**src/rtl/ggt_controller_if.sv**
```systemverilog
`default_nettype none
// ============================================================================
// Module      : ggt_controller_if
// Description : Bundles the request/response signals of ggt_controller with
//               the handshake to its external modulo unit.
//               slave  : view taken by ggt_controller itself
//               master : view taken by the requester / modulo unit side
//               Request   : start_i, Zahl1_i, Zahl2_i
//               Response  : busy_o, valid_o, ergebnis_o, err_o, schritte_o
//               Modulo    : mod_start_o, mod_zahl1_o, mod_zahl2_o,
//                           mod_valid_i, mod_ergebnis_i
// Revision    : 1.0 - initial release
// ============================================================================
interface ggt_controller_if #(
  parameter int WIDTH = 16
);
  logic             start_i;
  logic [WIDTH-1:0] Zahl1_i;
  logic [WIDTH-1:0] Zahl2_i;
  logic             busy_o;
  logic             valid_o;
  logic [WIDTH-1:0] ergebnis_o;
  logic             err_o;
  logic [7:0]       schritte_o;
  logic             mod_start_o;
  logic [WIDTH-1:0] mod_zahl1_o;
  logic [WIDTH-1:0] mod_zahl2_o;
  logic             mod_valid_i;
  logic [WIDTH-1:0] mod_ergebnis_i;

  modport slave (
    input  start_i, Zahl1_i, Zahl2_i, mod_valid_i, mod_ergebnis_i,
    output busy_o, valid_o, ergebnis_o, err_o, schritte_o,
           mod_start_o, mod_zahl1_o, mod_zahl2_o
  );

  modport master (
    output start_i, Zahl1_i, Zahl2_i, mod_valid_i, mod_ergebnis_i,
    input  busy_o, valid_o, ergebnis_o, err_o, schritte_o,
           mod_start_o, mod_zahl1_o, mod_zahl2_o
  );
endinterface
`default_nettype wire

```
**src/rtl/ggt_controller.sv**
```systemverilog
`default_nettype none
// ============================================================================
// Module      : ggt_controller
// Description : Euclidean GCD sequencer. Repeatedly hands (a, b) to an
//               external modulo unit and replaces (a, b) with (b, a mod b)
//               until the remainder is zero. A watchdog aborts a modulo
//               operation that does not answer within TIMEOUT cycles.
// Ports       : clk   - single clock, rising edge
//               rst_i - asynchronous active-low reset
//               bus   - ggt_controller_if.slave (request, result, modulo
//                       unit handshake)
// Revision    : 1.0 - initial release
// ============================================================================
module ggt_controller #(
  parameter int WIDTH   = 16,
  parameter int TIMEOUT = 64
) (
  input  logic                clk,
  input  logic                rst_i,
  ggt_controller_if.slave     bus
);

  localparam logic [2:0] c_IDLE  = 3'd0;
  localparam logic [2:0] c_ISSUE = 3'd1;
  localparam logic [2:0] c_WAIT  = 3'd2;
  localparam logic [2:0] c_DONE  = 3'd3;
  localparam logic [2:0] c_ERROR = 3'd4;

  localparam int              c_TMO_W    = $clog2(TIMEOUT + 1);
  // Counter value seen during the last permitted WAIT cycle.
  localparam logic [c_TMO_W-1:0] c_TMO_LAST = (c_TMO_W)'(TIMEOUT - 1);

  logic [2:0]         r_state;
  logic [WIDTH-1:0]   r_a;
  logic [WIDTH-1:0]   r_b;
  logic [c_TMO_W-1:0] r_tmo;
  logic [WIDTH-1:0]   r_ergebnis;
  logic               r_err;
  logic [7:0]         r_schritte;

  // All outputs come straight from registers or from a decode of r_state,
  // so no input reaches an output combinationally.
  assign bus.busy_o      = (r_state != c_IDLE);
  assign bus.valid_o     = (r_state == c_DONE) || (r_state == c_ERROR);
  assign bus.mod_start_o = (r_state == c_ISSUE);
  // a/b only change when WAIT is left, so the operands are stable from
  // ISSUE through the end of WAIT.
  assign bus.mod_zahl1_o = r_a;
  assign bus.mod_zahl2_o = r_b;
  assign bus.ergebnis_o  = r_ergebnis;
  assign bus.err_o       = r_err;
  assign bus.schritte_o  = r_schritte;

  always_ff @(posedge clk or negedge rst_i) begin
    if (!rst_i) begin
      r_state    <= c_IDLE;
      r_a        <= '0;
      r_b        <= '0;
      r_tmo      <= '0;
      r_ergebnis <= '0;
      r_err      <= 1'b0;
      r_schritte <= 8'd0;
    end else begin
      case (r_state)
        c_IDLE: begin
          if (bus.start_i) begin
            r_a        <= bus.Zahl1_i;
            r_b        <= bus.Zahl2_i;
            r_err      <= 1'b0;
            r_schritte <= 8'd0;
            // gcd(x, 0) = x and gcd(0, y) = y need no modulo operation.
            if (bus.Zahl2_i == '0) begin
              r_ergebnis <= bus.Zahl1_i;
              r_state    <= c_DONE;
            end else if (bus.Zahl1_i == '0) begin
              r_ergebnis <= bus.Zahl2_i;
              r_state    <= c_DONE;
            end else begin
              r_state    <= c_ISSUE;
            end
          end
        end

        c_ISSUE: begin
          r_tmo   <= '0;
          r_state <= c_WAIT;
        end

        c_WAIT: begin
          // A response arriving in the expiry cycle takes priority.
          if (bus.mod_valid_i) begin
            if (r_schritte != 8'hFF) begin
              r_schritte <= r_schritte + 8'd1;
            end
            if (bus.mod_ergebnis_i == '0) begin
              r_ergebnis <= r_b;
              r_state    <= c_DONE;
            end else begin
              r_a     <= r_b;
              r_b     <= bus.mod_ergebnis_i;
              r_state <= c_ISSUE;
            end
          end else if (r_tmo == c_TMO_LAST) begin
            r_ergebnis <= '0;
            r_err      <= 1'b1;
            r_state    <= c_ERROR;
          end else begin
            r_tmo <= r_tmo + 1'b1;
          end
        end

        c_DONE: begin
          r_state <= c_IDLE;
        end

        c_ERROR: begin
          r_state <= c_IDLE;
        end

        default: begin
          r_state <= c_IDLE;
        end
      endcase
    end
  end

endmodule
`default_nettype wire

```
**src/flat_wrapper.sv**
```systemverilog
// flat-port wrapper written by rule: the top's interface ports become plain ports
module ggt_controller_flat 
#(
  parameter int WIDTH   = 16,
  parameter int TIMEOUT = 64
)
  (clk, rst_i, bus_start_i, bus_Zahl1_i, bus_Zahl2_i, bus_mod_valid_i, bus_mod_ergebnis_i, bus_busy_o, bus_valid_o, bus_ergebnis_o, bus_err_o, bus_schritte_o, bus_mod_start_o, bus_mod_zahl1_o, bus_mod_zahl2_o);
  ggt_controller_if #(.WIDTH(WIDTH)) bus_i ();
  input  logic clk;
  input  logic rst_i;
  input wire logic [$bits(bus_i.start_i)-1:0] bus_start_i;
  input wire logic [$bits(bus_i.Zahl1_i)-1:0] bus_Zahl1_i;
  input wire logic [$bits(bus_i.Zahl2_i)-1:0] bus_Zahl2_i;
  input wire logic [$bits(bus_i.mod_valid_i)-1:0] bus_mod_valid_i;
  input wire logic [$bits(bus_i.mod_ergebnis_i)-1:0] bus_mod_ergebnis_i;
  output wire logic [$bits(bus_i.busy_o)-1:0] bus_busy_o;
  output wire logic [$bits(bus_i.valid_o)-1:0] bus_valid_o;
  output wire logic [$bits(bus_i.ergebnis_o)-1:0] bus_ergebnis_o;
  output wire logic [$bits(bus_i.err_o)-1:0] bus_err_o;
  output wire logic [$bits(bus_i.schritte_o)-1:0] bus_schritte_o;
  output wire logic [$bits(bus_i.mod_start_o)-1:0] bus_mod_start_o;
  output wire logic [$bits(bus_i.mod_zahl1_o)-1:0] bus_mod_zahl1_o;
  output wire logic [$bits(bus_i.mod_zahl2_o)-1:0] bus_mod_zahl2_o;
  assign bus_i.start_i = bus_start_i;
  assign bus_i.Zahl1_i = bus_Zahl1_i;
  assign bus_i.Zahl2_i = bus_Zahl2_i;
  assign bus_i.mod_valid_i = bus_mod_valid_i;
  assign bus_i.mod_ergebnis_i = bus_mod_ergebnis_i;
  assign bus_busy_o = bus_i.busy_o;
  assign bus_valid_o = bus_i.valid_o;
  assign bus_ergebnis_o = bus_i.ergebnis_o;
  assign bus_err_o = bus_i.err_o;
  assign bus_schritte_o = bus_i.schritte_o;
  assign bus_mod_start_o = bus_i.mod_start_o;
  assign bus_mod_zahl1_o = bus_i.mod_zahl1_o;
  assign bus_mod_zahl2_o = bus_i.mod_zahl2_o;
  ggt_controller #(.WIDTH(WIDTH), .TIMEOUT(TIMEOUT)) u_core (.clk(clk), .rst_i(rst_i), .bus(bus_i));
endmodule
```
**config.mk**
```make
export PLATFORM = sky130hd
export DESIGN_NAME = ggt_controller_flat
export DESIGN_NICKNAME = d
export VERILOG_FILES = /design/src/rtl/ggt_controller_if.sv /design/src/rtl/ggt_controller.sv /design/src/flat_wrapper.sv
export SDC_FILE = /design/constraint.sdc
export NUM_CORES = 1
export LEC_CHECK = 0
export BUFFER_PORTS_ARGS = -buffer_cell sky130_fd_sc_hd__clkbuf_2
export CAP_MARGIN = 20
export CELL_PAD_IN_SITES_DETAIL_PLACEMENT = 2
export CELL_PAD_IN_SITES_GLOBAL_PLACEMENT = 2
export CORE_ASPECT_RATIO = 1.4
export CORE_MARGIN = 2
export CORE_UTILIZATION = 29
export DETAILED_ROUTE_END_ITERATION = 7
export GPL_ROUTABILITY_DRIVEN = 1
export PLACE_DENSITY_LB_ADDON = 0.1
export SLEW_MARGIN = 25
export SYNTH_ARGS = -nofsm -noshare
export SYNTH_HDL_FRONTEND = slang
export SYNTH_SLANG_ARGS = --single-unit
```
**constraint.sdc**
```tcl
create_clock -name clk -period 2.61 [get_ports clk]
set_clock_uncertainty 0.1 [all_clocks]
set_input_delay 0.522 -clock clk [delete_from_list [all_inputs] [get_ports clk]]
set_output_delay 0.522 -clock clk [all_outputs]
set_load 0.03 [all_outputs]
```
# Word level (Yosys, flattened, before mapping)
# Cells that the tools add are included.
# totals
latch_bits	0
ff_bits	67
in_bits	52
mem_count	0
rom_bits	0
output_inout_bits	60
ramBits	0
# classes
div_mod_pow	0
muxes	33
n_shift	0
reduce_logical	14
n_eq_ne	16
magnitude_cmp	0
addsub	2
multipliers	0
bitwise	0
# ops
op	count
$mux W16	12
$pmux W16 S2	3
$logic_not A16 Y1	3
$mux W8	3
$pmux W8 S2	1
$mux W7	2
$pmux W7 S2	1
$mux W3	4
$reduce_and A4 Y1	3
$ne A2 B2 Y1 const B	5
$pmux W3 S3	1
$add A8 B1 Y8 const B	1
$ne A8 B8 Y1 const B	1
$add A7 B1 Y7 const B	1
$eq A7 B6 Y1 const B	1
$eq A3 B2 Y1 const B	2
$ne A3 B2 Y1 const B	2
$reduce_and A5 Y1	1
$mux W2	2
$ne A2 B1 Y1 const B	2
$reduce_bool A2 Y1	2
$eq A3 B1 Y1 const B	1
$eq A3 B3 Y1 const B	1
$logic_not A3 Y1	1
7 further kinds	9

# Depth between registers and ports, before layout
# Gate-level depths: netlist of the first run.
# logic_depth
depth_word	5
mapped_depth	7
mapped_depth_nobuf	6

# Worst setup path after synthesis of the first run
# OpenSTA, ideal clock, no wires.
# synth_path
path_type	register to register
from	register u_core.r_state[0]
to	register u_core.r_ergebnis[10], in the netlist u_core.bus.ergebnis_o[10]
synth_period_minus_slack_ps	2141
setup_time_ps	128
slack_ps	469
arrival_ps	1913
required_time_ps	2382
stages_incl_launch_ff	7
path_cell_list	dfrtp_1 or3b_4 a311oi_4 nor2_1 o211ai_2 buf_8 mux2_1
# synth_between
elab_chain_cells	3
# synth_rtl
item	line	source
start, declared	ggt_controller.sv:33	logic [2:0] r_state;
start signal, assigned	ggt_controller.sv:56	r_state <= c_IDLE;
start signal, assigned	ggt_controller.sv:74	r_state <= c_DONE;
start signal, assigned	ggt_controller.sv:77	r_state <= c_DONE;
$eq A3 B2 Y1 / $logic_not A3 Y1 (equally long branches)	ggt_controller.sv:64	case (r_state)
$ne A3 B2 Y1 (no line), or another cell as far along	-	
$reduce_and A5 Y1 (no line)	-	
end signal, assigned	ggt_controller.sv:73	r_ergebnis <= bus.Zahl1_i;
end signal, assigned	ggt_controller.sv:76	r_ergebnis <= bus.Zahl2_i;
end signal, assigned	ggt_controller.sv:96	r_ergebnis <= r_b;
end, declared	ggt_controller.sv:37	logic [WIDTH-1:0] r_ergebnis;
# Parallel ways exist; a longest one is shown, timed or not.
# A chain may end at the register's enable or synchronous reset.

# Worst setup path after layout of the first run
# layout_path
from	register u_core.r_state[0]
to	register u_core.r_ergebnis[1], in the netlist u_core.bus.ergebnis_o[1]
# The elaborated chain is that of the path after synthesis.

==> out/metrics.cfg, run 1 <==
[timing]
tightest_slew_ns = 0.544
setup_viol = 0
hold_slack_ns = 0.109
fmax_ghz = 0.438
fin_tns_setup_ns = 0
rsz0062_at_grt = false
relSlewSlack = 0.634
hold_violations = 0
fin_crit_ns = 2.28
post-route-period-util = 0.874
slew_violations = 0

[floorplanning]
core_mm2 = 0.0114
dieHeight_um = 132
placementRows = 46
start_util = 0.299
pin_count = 112
die-area_mm2 = 0.0126
die_w_um = 95.6

[critical_path]
timing.rr.start = u_core.r_state[0]$_DFFE_PN0P_
critPathRequiredTime_ns = 2.72
crit_path_end = u_core.bus.ergebnis_o[1]$_DFFE_PN0P_
startpoint = u_core.r_state[0]$_DFFE_PN0P_
worstSetupEndpointType = flop
start_kind = flop
reg2reg_depth = 6
worstPathArrival_ns = 2.39
rrSetupSlack_ns = 0.33
crit_path_max_fanout = 16
r2r-end = u_core.bus.ergebnis_o[1]$_DFFE_PN0P_
critPathKind = flop to flop

[finish]
final.fill_count = 1364
final_cell_mix = clkbuf_2 (110), nand2_1 (73), dfrtp_1 (67)
num_antenna_cells = 0
final_net_count = 553
final_common_cell = clkbuf_2
drive_above_1_share = 0.298
multi_input_area_mm2 = 0.00162
regArea_mm2 = 0.00168
area_growth_pct = 32.7

[clock_network]
clock_latency_ns = 0.33
ctsResizeCount = 0
cts.clk_slew.worst_paths_ns = 0.06
cts_setup_buffers = 0
clk_path_buf_depth = 2
cts_tree = done
htreeDepth = 3
cts_hold_buf = 0
cts.sinks = 67
cts-root-buf = clkbuf_16
cts_made_buffers = 9

[global_routing]
grt_pass1_wl_um = 20200
grt_max_degree = 73
grt_pass1_vias = 3677
grt_usage = 0.209
grt.overflow.total = 0
antenna_found_initial = 0

[placed_design]
gp_congestion = 0.811
portBuffers = 111
place_hpwl_um = 9260

[synthesis]
synth_edf_count = 0
synth_flop_cell = dfrtp_1
yosys_warnings = 0
ys_seq_area_frac = 0.493
async_flop_share = 1.00
netlist_area_mm2 = 0.00340
synth_seq_cells = 67
synth_area_per_cell_um2 = 8.79
syn_inst = 387
ys_types = 37
syn_nets = 441

[run_status]
status = complete, no violations

[job]
cap_violations = 0

[detailed_routing]
totalWireLength_um = 12700
ant_nets = 0
drt_pass1_iterations = 4
wl_per_cell_um = 19.6
vias_per_cell = 5.20
drc = 0
num_vias = 3367
drt_iter0_markers = 101

[pwr]
p_leak_nw = 2.12
power_density_mw_per_mm2 = 1330
ir_drop_mv = 0.560

[hold_path]
hold_path_class = input port to asynchronous set/reset pin

-- stage by stage --
stage | setup slack [ns] | util | power [mW] | area, µm² | std cells
finish | 0.329 | 0.396 | 6.00 | 4520 | 648
global route | 0.234 | 0.396 | 6.40 | 4520 | 648
CTS | 0.307 | 0.396 | 6.10 | 4520 | 648
detailed placement | 0.0296 | 0.367 | 4.69 | 4190 | 632
global placement | 0.118 | 0.367 | 4.60 | 4190 | 632
floorplan | 0.469 | - | 3.68 | 3400 | 387
-- per-layer routing --
| layer | routed length, µm | vias to the layer above | global-route usage | share of wire |
|---|---|---|---|---|
| li1 | - | 1601 | - | - |
| met1 | 5460 | 1690 | 0.267 | 0.43 |
| met2 | 6570 | 67 | 0.355 | 0.52 |
| met3 | 465 | 9 | 0.0337 | 0.037 |
| met4 | 207 | 0 | 0.0698 | 0.016 |
| met5 | 0 | - | 0 | 0 |
-- registers in the layout, summed over array words and instances (netlist names) --
signal,cells
u_core.bus.err_o,1
u_core.r_state,3
u_core.bus.mod_zahl2_o,16
u_core.bus.ergebnis_o,16
u_core.bus.schritte_o,8
u_core.r_tmo,7
u_core.bus.mod_zahl1_o,16
-- critical path, stage by stage, from the launching register on --
cell and delay (ns):
dfrtp_1 0.46, or3b_4 0.47, a311oi_4 0.31, nor2_1 0.10, o211ai_2 0.09, buf_4 0.27, mux2_1 0.36
-- how the worst min path moves through the flow --
stage                            startpoint                                     end
2_1_floorplan                         rst_i    u_core.bus.ergebnis_o[0]$_DFFE_PN0P_
3_3_place_gp   u_core.bus.err_o$_DFFE_PN0P_            u_core.bus.err_o$_DFFE_PN0P_
3_5_place_dp   u_core.bus.err_o$_DFFE_PN0P_            u_core.bus.err_o$_DFFE_PN0P_
4_1_cts                               rst_i  u_core.bus.mod_zahl1_o[15]$_DFFE_PN0P_
5_1_grt                               rst_i  u_core.bus.mod_zahl1_o[15]$_DFFE_PN0P_
6_report                              rst_i  u_core.bus.mod_zahl1_o[15]$_DFFE_PN0P_
-- area by class of cell --
type | count | area share
Clock inverter | 4 | 0.0161
Tap cell | 144 | 0.0399
Timing Repair Buffer | 125 | 0.155
Multi-Input combinational cell | 292 | 0.358
Inverter | 4 | 0.00333
Clock buffer | 12 | 0.0568
Sequential cell | 67 | 0.371
-- Yosys cell counts (2+ instances only) --
cell type,instances,area [µm²]
nand2_1,73,274
dfrtp_1,67,1680
a21oi_1,50,250
nor2_1,46,173
a31oi_1,33,206
clkbuf_1,16,60.1
o21ai_0,13,65.1
mux2_1,12,135
nor4_1,12,75.1
nand3_1,6,30.0
nand2b_1,5,31.3
buf_2,4,20.0
inv_1,4,15.0
mux2_2,4,45.0
nand4_1,4,25.0
nor3_1,4,20.0
o31ai_1,4,30.0
xor2_1,4,35.0
buf_1,3,11.3
and3_1,2,12.5
and4_1,2,17.5
ha_1,2,25.0
nor2b_1,2,12.5
o22a_1,2,17.5
-- where the power goes --
group	total [mW]	switching, mW	internal [mW]
registers	1.86	0.394	1.46
logic	2.80	1.92	0.875
clock network	1.35	0.460	0.887
total	6.00	2.78	3.23
-- kinds of logic (layout without fill, tap and decap cells) --
logic type	Yosys count	count (layout)	share of synthesized area
buffers and inverters	28	145	0.0357
AOI/OAI and AO/OA	110	110	0.194
and+or+nand+nor	160	160	0.207
xor gates and xnor gates	4	4	0.0103
DFF	67	67	0.493
muxes	16	16	0.0529
adders and majority gates	2	2	0.00735
(Power assumes the default switching activity.)
==> inputs of run 2 (changes only) <==
CORE_ASPECT_RATIO = 1.1   (was 1.4)
==> run 2 against run 1 <==
Compared with the run above: non-clock buffer count rose by 1; sequential power fell by 2%; wire length fell by 1.9%; utilization fell by 0.72 points; worst hold slack got worse by 0.0089 ns; register-to-register slack got worse by 0.05 ns; first-iteration DRC count rose by 25%; via count barely moved.
==> out/metrics.cfg, run 2 (synthesized netlist as in run 1, its figures left out) <==
[run_status]
status = complete, no violations  ; unchanged

[finish]
final_net_count = 554  ; was 553
area_growth_pct = 30.8  ; was 32.7%
final_cell_mix = clkbuf_2 (110), nand2_1 (73), dfrtp_1 (67)  ; unchanged
final.fill_count = 1334  ; was 1364
drive_above_1_share = 0.296  ; was 0.298
final_common_cell = clkbuf_2  ; unchanged
num_antenna_cells = 0  ; unchanged

[floorplanning]
placementRows = 41  ; was 46
die-area_mm2 = 0.0126  ; about the same
pin_count = 112  ; unchanged
die_w_um = 107  ; was 95.6 µm
start_util = 0.297  ; was 0.299
dieHeight_um = 118  ; was 132 µm
core_mm2 = 0.0114  ; about the same

[detailed_routing]
drc = 0  ; unchanged
ant_nets = 0  ; unchanged
num_vias = 3366  ; was 3367
wl_per_cell_um = 19.1  ; was 19.6 µm
totalWireLength_um = 12500  ; was 12700 µm
vias_per_cell = 5.15  ; was 5.20
drt_iter0_markers = 126  ; was 101
drt_pass1_iterations = 4  ; unchanged

[timing]
fin_crit_ns = 2.41  ; was 2.28 ns
relSlewSlack = 0.594  ; was 0.634
rsz0062_at_grt = false  ; unchanged
hold_violations = 0  ; unchanged
fin_tns_setup_ns = 0  ; unchanged
tightest_slew_ns = 0.608  ; was 0.544 ns
post-route-period-util = 0.924  ; was 0.874
setup_slack_ns = 0.197  ; was 0.329 ns
slew_violations = 0  ; unchanged
setup_viol = 0  ; unchanged
fmax_ghz = 0.414  ; was 0.438 GHz

[pwr]
power.internal_mw = 3.00  ; was 3.23 mW
p_sw_frac = 0.478  ; was 0.462
combPwrFrac = 0.490  ; was 0.466
clock_power_share = 0.192  ; was 0.224
p_leak_nw = 2.09  ; was 2.12 nW
netSwitchingPower_mw = 2.74  ; was 2.78 mW
power_mw = 5.74  ; was 6.00 mW
power_density_mw_per_mm2 = 1290  ; was 1330 mW/mm²
ir_drop_mv = 0.407  ; was 0.560 mV
p_seq_frac = 0.317  ; was 0.310

[placed_design]
portBuffers = 111  ; unchanged
place_hpwl_um = 9010  ; was 9260 µm
gp_congestion = 0.786  ; was 0.811
dp_slack_ns = 0.103  ; was 0.0296 ns

[critical_path]
critPathKind = flop to output port  ; was flop to flop
crit_path_max_incr_delay_ns = 0.53  ; was 0.47 ns
worstSetupEndpointType = output port  ; was flop
critPathRequiredTime_ns = 1.99  ; was 2.72 ns
critPathBufInv = 2  ; was 1
cp_top_family = simple AND/OR/NAND/NOR gates  ; unchanged
cpMaxStageDelayCell = or3b_2  ; was or3b_4
worstPathArrival_ns = 1.79  ; was 2.39 ns
crit_path_max_fanout = 8  ; was 16
start_kind = flop  ; unchanged
crit_path_cell_trace = or3b_2 -> inv_1 -> clkbuf_2  ; was or3b_4 -> a311oi_4 -> nor2_1 -> o211ai_2 -> buf_4 -> mux2_1

[clock_network]
cts_setup_buffers = 0  ; unchanged
clock_latency_ns = 0.33  ; about the same
ctsResizeCount = 0  ; unchanged
cts.sinks = 67  ; unchanged
cts-root-buf = clkbuf_16  ; unchanged
htreeDepth = 3  ; unchanged
cts.clk_slew.worst_paths_ns = 0.05  ; was 0.06 ns
cts_hold_buf = 0  ; unchanged
cts_tree = done  ; unchanged
clk_path_buf_depth = 2  ; unchanged
cts_made_buffers = 9  ; unchanged

[global_routing]
grt.overflow.total = 0  ; unchanged
grt_max_degree = 68  ; was 73
antenna_found_initial = 0  ; unchanged
grt_pass1_vias = 3559  ; was 3677
grt_usage = 0.206  ; was 0.209
grt_pass1_wl_um = 20000  ; was 20200 µm

[job]
cap_violations = 0  ; unchanged

[hold_path]
hold_path_class = input port to asynchronous set/reset pin  ; unchanged

[run 2: area by class of cell]
class	instances	area [µm²]	share of cell area
flip-flops and latches	67	1680	0.377
multi-input cells	292	1620	0.363
repair buffers	126	693	0.156
clock buffers	12	246	0.0554
well taps	150	188	0.0422
clock inverters	3	15.0	0.00337
inverters	4	15.0	0.00337
[run 2: stage by stage]
stage / hold slack, ns / cell area (µm²) / std cells / util
floorplan: 0.126 / 3400 / 387 / -
global placement: 0.374 / 4190 / 639 / 0.366
detailed placement: 0.382 / 4190 / 639 / 0.366
CTS: 0.126 / 4450 / 654 / 0.389
global route: 0.138 / 4450 / 654 / 0.389
finish: 0.0999 / 4450 / 654 / 0.389
[run 2: path summary, 6_finish.rpt]
| path | end | startpoint | cells past startpoint | slack [ns] |
|---|---|---|---|---|
| setup / recovery | bus_mod_start_o | u_core.r_state[0]$_DFFE_PN0P_ | 3 | 0.20 |
| hold / removal | u_core.bus.mod_zahl1_o[2]$_DFFE_PN0P_ | rst_i | 2 | 0.1 |
| setup reg to reg | u_core.bus.ergebnis_o[7]$_DFFE_PN0P_ | u_core.r_state[0]$_DFFE_PN0P_ | 7 | 0.28 |
| hold reg to reg | u_core.bus.err_o$_DFFE_PN0P_ | u_core.bus.err_o$_DFFE_PN0P_ | 1 | 0.39 |
| max in group asynchronous | u_core.bus.mod_zahl2_o[1]$_DFFE_PN0P_ | rst_i | 2 | 1.99 |
| min in group clk | u_core.bus.mod_zahl2_o[0]$_DFFE_PN0P_ | bus_mod_ergebnis_i[0] | 3 | 0.35 |
[run 2: power by group through the flow]
| stage | clock network (mW) | logic (mW) | registers (mW) |
|---|---|---|---|
| floorplan | 0 | 1.16 | 2.52 |
| global placement | 0 | 2.78 | 1.82 |
| detailed placement | 0 | 2.86 | 1.84 |
| CTS | 1.13 | 2.87 | 1.83 |
| global route | 1.17 | 3.07 | 1.89 |
| finish | 1.11 | 2.82 | 1.82 |
[run 2: layer usage]
metal / vias up / GRT usage / part of all wire
li1: 1606 / - / -
met5: - / 0 / 0
met2: 72 / 0.326 / 0.48
met1: 1675 / 0.280 / 0.46
met3: 13 / 0.0365 / 0.047
met4: 0 / 0.0731 / 0.014
